## config.mk

```make
export PLATFORM = sky130hd
export DESIGN_NAME = seq_detect_param
export DESIGN_NICKNAME = d
export VERILOG_FILES = /design/src/rtl/seq_detect_pkg.sv /design/src/rtl/sat_counter.sv /design/src/rtl/seq_detect_param.sv
export SDC_FILE = /design/constraint.sdc
export NUM_CORES = 1
export LEC_CHECK = 0
export CORE_AREA = 2 2 39 41
export CTS_CLUSTER_SIZE = 8
export DETAILED_ROUTE_END_ITERATION = 7
export DIE_AREA = 0 0 41 43
export PLACE_DENSITY_LB_ADDON = 0.25
export SYNTH_ARGS = -nofsm -noshare
export SYNTH_HDL_FRONTEND = slang
export SYNTH_SLANG_ARGS = --single-unit
export TNS_END_PERCENT = 20
```

## constraint.sdc

```tcl
create_clock -name clk -period 1.6 [get_ports clk]
set_clock_uncertainty 0.1 [all_clocks]
set_input_delay 0.24 -clock clk [delete_from_list [all_inputs] [get_ports clk]]
set_output_delay 0.24 -clock clk [all_outputs]
set_load 0.02 [all_outputs]
```

## src/rtl/seq_detect_pkg.sv

```systemverilog
// Shared constants and helpers for the parameterized serial pattern detector.
package seq_detect_pkg;

  localparam logic MODE_NONOVL = 1'b0;
  localparam logic MODE_OVL    = 1'b1;

  localparam int         DEFAULT_PAT_W = 4;
  localparam logic [3:0] DEFAULT_PAT   = 4'b1010;

  // fill counts 0..PAT_W-1, so clog2(PAT_W) bits are always enough
  function automatic int fill_w(input int pat_w);
    return (pat_w < 2) ? 1 : $clog2(pat_w);
  endfunction

endpackage

```

## src/rtl/sat_counter.sv

```systemverilog
// Saturating event counter with synchronous clear and a sticky saturation flag.
module sat_counter #(
  parameter int W = 8
) (
  input  logic         clk,
  input  logic         rst,
  input  logic         inc,
  input  logic         clr,
  output logic [W-1:0] cnt,
  output logic         sat
);

  localparam logic [W-1:0] MAX = '1;

  // clear beats a simultaneous increment; sat rises on the edge that reaches MAX
  always_ff @(posedge clk) begin
    if (rst || clr) begin
      cnt <= '0;
      sat <= 1'b0;
    end else if (inc) begin
      if (cnt != MAX) cnt <= cnt + W'(1);
      if (cnt >= MAX - W'(1)) sat <= 1'b1;
    end
  end

endmodule

```

## src/rtl/seq_detect_param.sv

```systemverilog
// Serial pattern detector with zero-latency Mealy match and optional match counter.
// Counter built only when SEQ_DETECT_CNT_EN is defined; otherwise outputs tie to 0.
module seq_detect_param
  import seq_detect_pkg::*;
#(
  parameter int               PAT_W = DEFAULT_PAT_W,
  parameter logic [PAT_W-1:0] PAT   = PAT_W'(DEFAULT_PAT),
  parameter int               CNT_W = 8
) (
  input  logic             clk,
  input  logic             rst,
  input  logic             in,
  input  logic             in_valid,
  input  logic             overlap_en,
  input  logic             cnt_clr,
  output logic             q,
  output logic [CNT_W-1:0] match_cnt,
  output logic             cnt_sat
);

  localparam int            FW       = fill_w(PAT_W);
  localparam logic [FW-1:0] FILL_MAX = FW'(PAT_W - 1);

  if (PAT_W < 2 || PAT_W > 16) begin : g_bad_pat_w
    $error("seq_detect_param: PAT_W must be in 2..16");
  end

  logic [PAT_W-2:0] hist;
  logic [FW-1:0]    fill;
  logic [PAT_W-1:0] window;

  // window is the candidate pattern: stored history with the current bit as LSB
  assign window = {hist, in};
  assign q      = in_valid && !rst && (fill == FILL_MAX) && (window == PAT);

  always_ff @(posedge clk) begin
    if (rst) begin
      hist <= '0;
      fill <= '0;
    end else if (in_valid) begin
      hist <= window[PAT_W-2:0];
      if (q && (overlap_en == MODE_NONOVL))
        fill <= '0;
      else if (fill != FILL_MAX)
        fill <= fill + FW'(1);
    end
  end

`ifdef SEQ_DETECT_CNT_EN
  sat_counter #(.W(CNT_W)) u_cnt (
    .clk (clk),
    .rst (rst),
    .inc (q),
    .clr (cnt_clr),
    .cnt (match_cnt),
    .sat (cnt_sat)
  );
`else
  logic unused_cnt_clr;
  assign unused_cnt_clr = cnt_clr;
  assign match_cnt      = '0;
  assign cnt_sat        = 1'b0;
`endif

endmodule
```

; ---- After elaboration in Yosys (flattened, before gate mapping)
; Cells that the tools add are included.
[word_totals]
word_cells = 16
output_inout_bits = 10
input_bits = 6
ff_bits = 5
[classes]
addsub = 1
bitwise = 1
reduce_logical = 7
eq_ne = 3
muxes = 2
[op_table]
columns = cell, count
row1 = $eq 4x4->1 const B, 1
row2 = $logic_and 1x1->1, 4
row3 = $mux 2, 2
row4 = $add 2x1->2 const B, 1
row5 = $eq 2x2->1 const B, 1
row6 = $ne 2x2->1 const B, 1
row7 = $reduce_and 2->1, 1
row8 = $reduce_bool 2->1, 1
row9 = $logic_not 1->1, 1
row10 = $not 1->1, 1

; ---- Logic depth before layout (Yosys ltp)
; Gate-level depths: netlist of the first run.
[depth]
depth_word = 7
depth_mapped = 4
mapped_depth_nobuf = 4

; ---- Least setup slack after synthesis of the first run
; No wires, ideal clock.
[synth_path]
path_type = flip-flop to flip-flop
startpoint = register hist[1]
endpoint = register fill[0]
t_required_ns = 1.384
period_less_slack_ns = 1.507
path_buffers = 0
slack_ns = 0.093
path_stages_with_launch = 4
arrival_time_ns = 1.292
setup_ns = 0.116
cell_sequence = dfxtp_1 or4b_4 o31a_1 a31o_1
[synth_via]
elab_chain_len = 5
word_cells_on_any_way = 6
cone_classes = 1 x eq/ne / 1 x mux / 4 x reduce/logical
[synth_lines]
columns = element, line_no
row1 = start: declaration, seq_detect_param.sv:28  ; logic [PAT_W-2:0] hist;
row2 = start signal: assignment, seq_detect_param.sv:41  ; hist <= window[PAT_W-2:0];
row3 = $eq 4x4->1 *, seq_detect_param.sv:34  ; assign q = in_valid && !rst && (fill == FILL_MAX) && (window == PAT);
row4 = $logic_and 1x1->1 *, seq_detect_param.sv:34
row5 = $logic_and 1x1->1 *, seq_detect_param.sv:42  ; if (q && (overlap_en == MODE_NONOVL))
row6 = $reduce_bool 2->1 (no source line), -
row7 = $reduce_and 2->1 (no source line), -
row8 = end signal: assignment, seq_detect_param.sv:45  ; fill <= fill + FW'(1);
row9 = end: declaration, seq_detect_param.sv:29  ; logic [FW-1:0] fill;
; Mark *: on every way between the ends. The rest lies on a longest branch, timed or not.
; A chain may end at the register's enable or synchronous reset.

; ---- Worst setup path after layout of the first run
[layout_path]
startpoint = register hist[1]
endpoint = output port q
[layout_via]
elab_chain_len = 2
[layout_lines]
columns = element, line_no
row1 = $eq 4x4->1, seq_detect_param.sv:34
row2 = $logic_and 1x1->1, seq_detect_param.sv:34
row3 = end: declaration, seq_detect_param.sv:16  ; output logic q,
; No other way between the ends.

==> results by stage, run 1 <==
Critical path:
- STA puts the critical path data required time at 1.26 ns.
- Data on the critical path arrives at its endpoint at 1.28 ns.
- The element type at the critical path start is a flop.
- STA classifies the critical path endpoint as a primary output.
- The category of the critical setup timing path is flop to primary output.
- The peak fanout along the critical path is 2.
- The logic depth of the worst register-to-register path is 3.

Status:
- The run finished, with violations left.
- The checks that failed: setup timing.

Synth:
- Counting distinct cell types in the post-synthesis netlist gives 16.
- The proportion of synthesized flip-flops having asynchronous set or reset is 0%.
- After synthesis, the mean cell area works out to 8.83 µm².
- Counting flops with a built-in enable in the synthesized netlist gives 0.
- For this run, the register share of the synthesized area comes to between 30% and 40%.
- The most frequent cell after synthesis is sky130_fd_sc_hd__buf_4.
- The largest area contributor in the synthesized netlist is sky130_fd_sc_hd__dfxtp_1.
- The Yosys warning count is 0.
- Summing every instance area after synthesis gives approximately 300 µm².
- Counting every instance in the synthesized netlist gives 34.
- Summed over its instances, the top area cell type makes up 33.3% of the synthesized netlist area.
- The commonest cells after synthesis are sky130_fd_sc_hd__buf_4 (9), sky130_fd_sc_hd__dfxtp_1 (5), sky130_fd_sc_hd__mux2i_1 (3), sky130_fd_sc_hd__nand2_1 (3), sky130_fd_sc_hd__nor2_1 (3).
- Sorting the synthesized cells by area gives the leading types as sky130_fd_sc_hd__dfxtp_1 (33%), sky130_fd_sc_hd__buf_4 (23%), sky130_fd_sc_hd__mux2i_1 (10%).
- The number of storage elements in the synthesis netlist is 5.
- The most used flip-flop cell after synthesis is sky130_fd_sc_hd__dfxtp_1.

Placed design:
- Once placement completed, the tool counted placed cells totaling 60.
- The worst setup slack after placement is -0.631 ns.
- At the end of routability-driven placement, the weighted congestion stood at 0.687.
- The final HPWL from detailed placement is 414 µm.
- The number of buffer cells added on primary ports is 5.

Timing:
- The fmax is 0.616 GHz.
- The number of slew-limit violations in the final report is 0.
- The share of the cycle needed by the critical path after routing is 101%.
- The final setup violation count is 1.
- The shortest clock period the worst path allows after layout is 1.62 ns.
- The number of endpoints with negative hold slack in the final report is 0.
- The least setup slack across all paths after layout is -0.0240 ns.
- Final hold analysis gives a worst-case slack of 0.333 ns.
- Setup repair after global routing could not meet its margin everywhere.

Clock tree:
- The tree is rooted in a sky130_fd_sc_hd__clkbuf_4.
- The longest clock path from root to sink contains 2 buffers.
- CTS built an H-tree with a depth of 1.
- The TritonCTS clock tree is done.
- Clock tree synthesis found a total of 5 sinks.
- The clock slew at the register clock pins of the worst setup and hold paths is around 0.040 ns.
- Counting the buffers created by CTS gives 3.
- Clock latency on the worst-skew pair, taken at its later pin, is between 0.2 and 0.25 ns.

Finish:
- Fill cells in the final layout number 151.
- The number of inserted diodes is 0.
- The count of cells in the finished layout, fillers not included, comes to 64.
- The layout-stage area growth over the synthesis result is 37.5%.
- Of the cells placed in the final design, the portion with a size suffix greater than 1 is 29.2%.
- In the final design database the tool counted 56 nets.

Power:
- The leakage dissipation is 0.194 nW.
- The worst-case vdd ir drop is 0.398 mV.
- In this run the power density over the cells is 844 mW/mm².

Floorplanning:
- In this run the horizontal extent of the chip is 41 µm.
- The site row count is 14.
- The effective utilization at floorplan is 21.7%.
- The die footprint is 0.00176 mm².
- The I/O pin count is 16.
- The placeable core area is 0.00138 mm².
- The floorplan step set the die height to 43 µm.

GRT:
- The final global-route overflow total is 0.
- The initial antenna violation count came to 0.
- The largest net degree at the start of global routing is 6.
- The first global-routing pass estimated about 760 µm of wire.
- The via count of the first global-routing pass is approximately 200.
- The global-route usage over all layers is under 10%.

Job:
- The number of violations of the max-capacitance limit is 0.

Routing:
- The wire length the detailed router placed on met1 is 239 µm.
- The violation count after the first detailed-routing iteration is 0.
- The total iterations of the first detailed-routing run is 1.
- The detailed router used layers up to and including met3.
- The routed via count divided by cell count is 3.69.
- The post-detailed-route count of antenna-violating nets is 0.
- The vias after detailed routing is 236.
- Wires add up to 508 µm.
- The detailed-route DRC error count is 0.
- Detailed routing placed a total of 224 µm of wire on met2.
- The average wire length per cell after detail routing is 7.94 µm.
- The routed length on met3 is 43 µm.

Min path:
- The type of the most critical hold path is input port to flop.
- The hold path depth is 3.
per-stage QoR:
step	cell area [µm²]	TNS, ns	power (mW)	util, %
after CTS	400	-0.0926	0.356	28.9
after detailed placement	378	-1.15	0.203	27.3
after floorplan	330	0	0.190	-
final	413	-0.0240	0.348	29.8
after global routing	413	-0.0662	0.371	29.8
after global placement	378	-1.14	0.202	27.3
where the power goes:
group	internal, mW	switching (mW)
clock	0.0945	0.0548
sequential	0.133	0.00422
combinational	0.0268	0.0355
cell usage in the layout, fill, tap and decap left out, types with 2 or more instances in the layout:
master,n
sky130_fd_sc_hd__conb_1,9
sky130_fd_sc_hd__dlygate4sd2_1,2
sky130_fd_sc_hd__clkdlybuf4s50_1,2
sky130_fd_sc_hd__dfxtp_2,2
sky130_fd_sc_hd__nand2_1,3
sky130_fd_sc_hd__clkbuf_4,3
sky130_fd_sc_hd__dfxtp_1,3
sky130_fd_sc_hd__nor2_1,2
sky130_fd_sc_hd__mux2i_1,3
sky130_fd_sc_hd__buf_4,6
layer usage:
metal	vias to the layer above	global-route usage [%]
li1	122	-
met1	102	8.71
met2	12	8.13
met3	0	3.14
met4	0	6.00
met5	-	0
cells by family (layout without fill, tap and decap cells):
| kind of cell | Yosys count | after routing | share of synthesized area [%] |
|---|---|---|---|
| simple gates | 11 | 11 | 20.0 |
| buf+inv | 10 | 16 | 23.7 |
| flops | 5 | 5 | 33.3 |
| compound gates | 3 | 3 | 7.50 |
| mux | 3 | 3 | 10.0 |
| fa+ha+maj | 1 | 1 | 4.17 |
| other cells | 1 | 9 | 1.25 |
critical path, cell delays in order, from the launching register on:
cell	delay (ns)
sky130_fd_sc_hd__dfxtp_2	0.32
sky130_fd_sc_hd__or4b_4	0.51
sky130_fd_sc_hd__nor2_4	0.10
sky130_fd_sc_hd__buf_6	0.12
final cells by class:
class	instances	area [µm²]	area share [%]
clock buffer	4	26.3	6.36
inverter	1	3.75	0.909
multi-input combinational	27	166	40.3
sequential	5	103	24.8
tap	16	20.0	4.85
timing repair buffer	11	93.8	22.7
sequential cells by signal, indices dropped and copies added, names as in the netlist:
signal,cells
fill,2
hist,3
path summary, 6_finish.rpt:
| kind | to | slack, ns | start |
|---|---|---|---|
| worst max-delay path | q | -0.02 | hist[1] |
| worst min-delay path | hist[1] | 0.33 | rst |
| worst max register to register | fill[0] | 0.06 | hist[1] |
| worst min register to register | fill[1] | 0.36 | fill[1] |
timing repair:
action,in CTS,in global routing
buffers inserted,0,0
gates resized for setup,8,4
pin swaps,2,1
hold buffers,0,0
setup endpoints to repair,2,2
Note: power is estimated with default switching activity, not from simulation.
==> inputs of run 2 (changes only) <==
CTS_CLUSTER_DIAMETER = 40   (was not set)
SLEW_MARGIN = 20   (was not set)
==> results of run 2 <==
No change in the layout: final DEF, timing and power equal those of run 1.
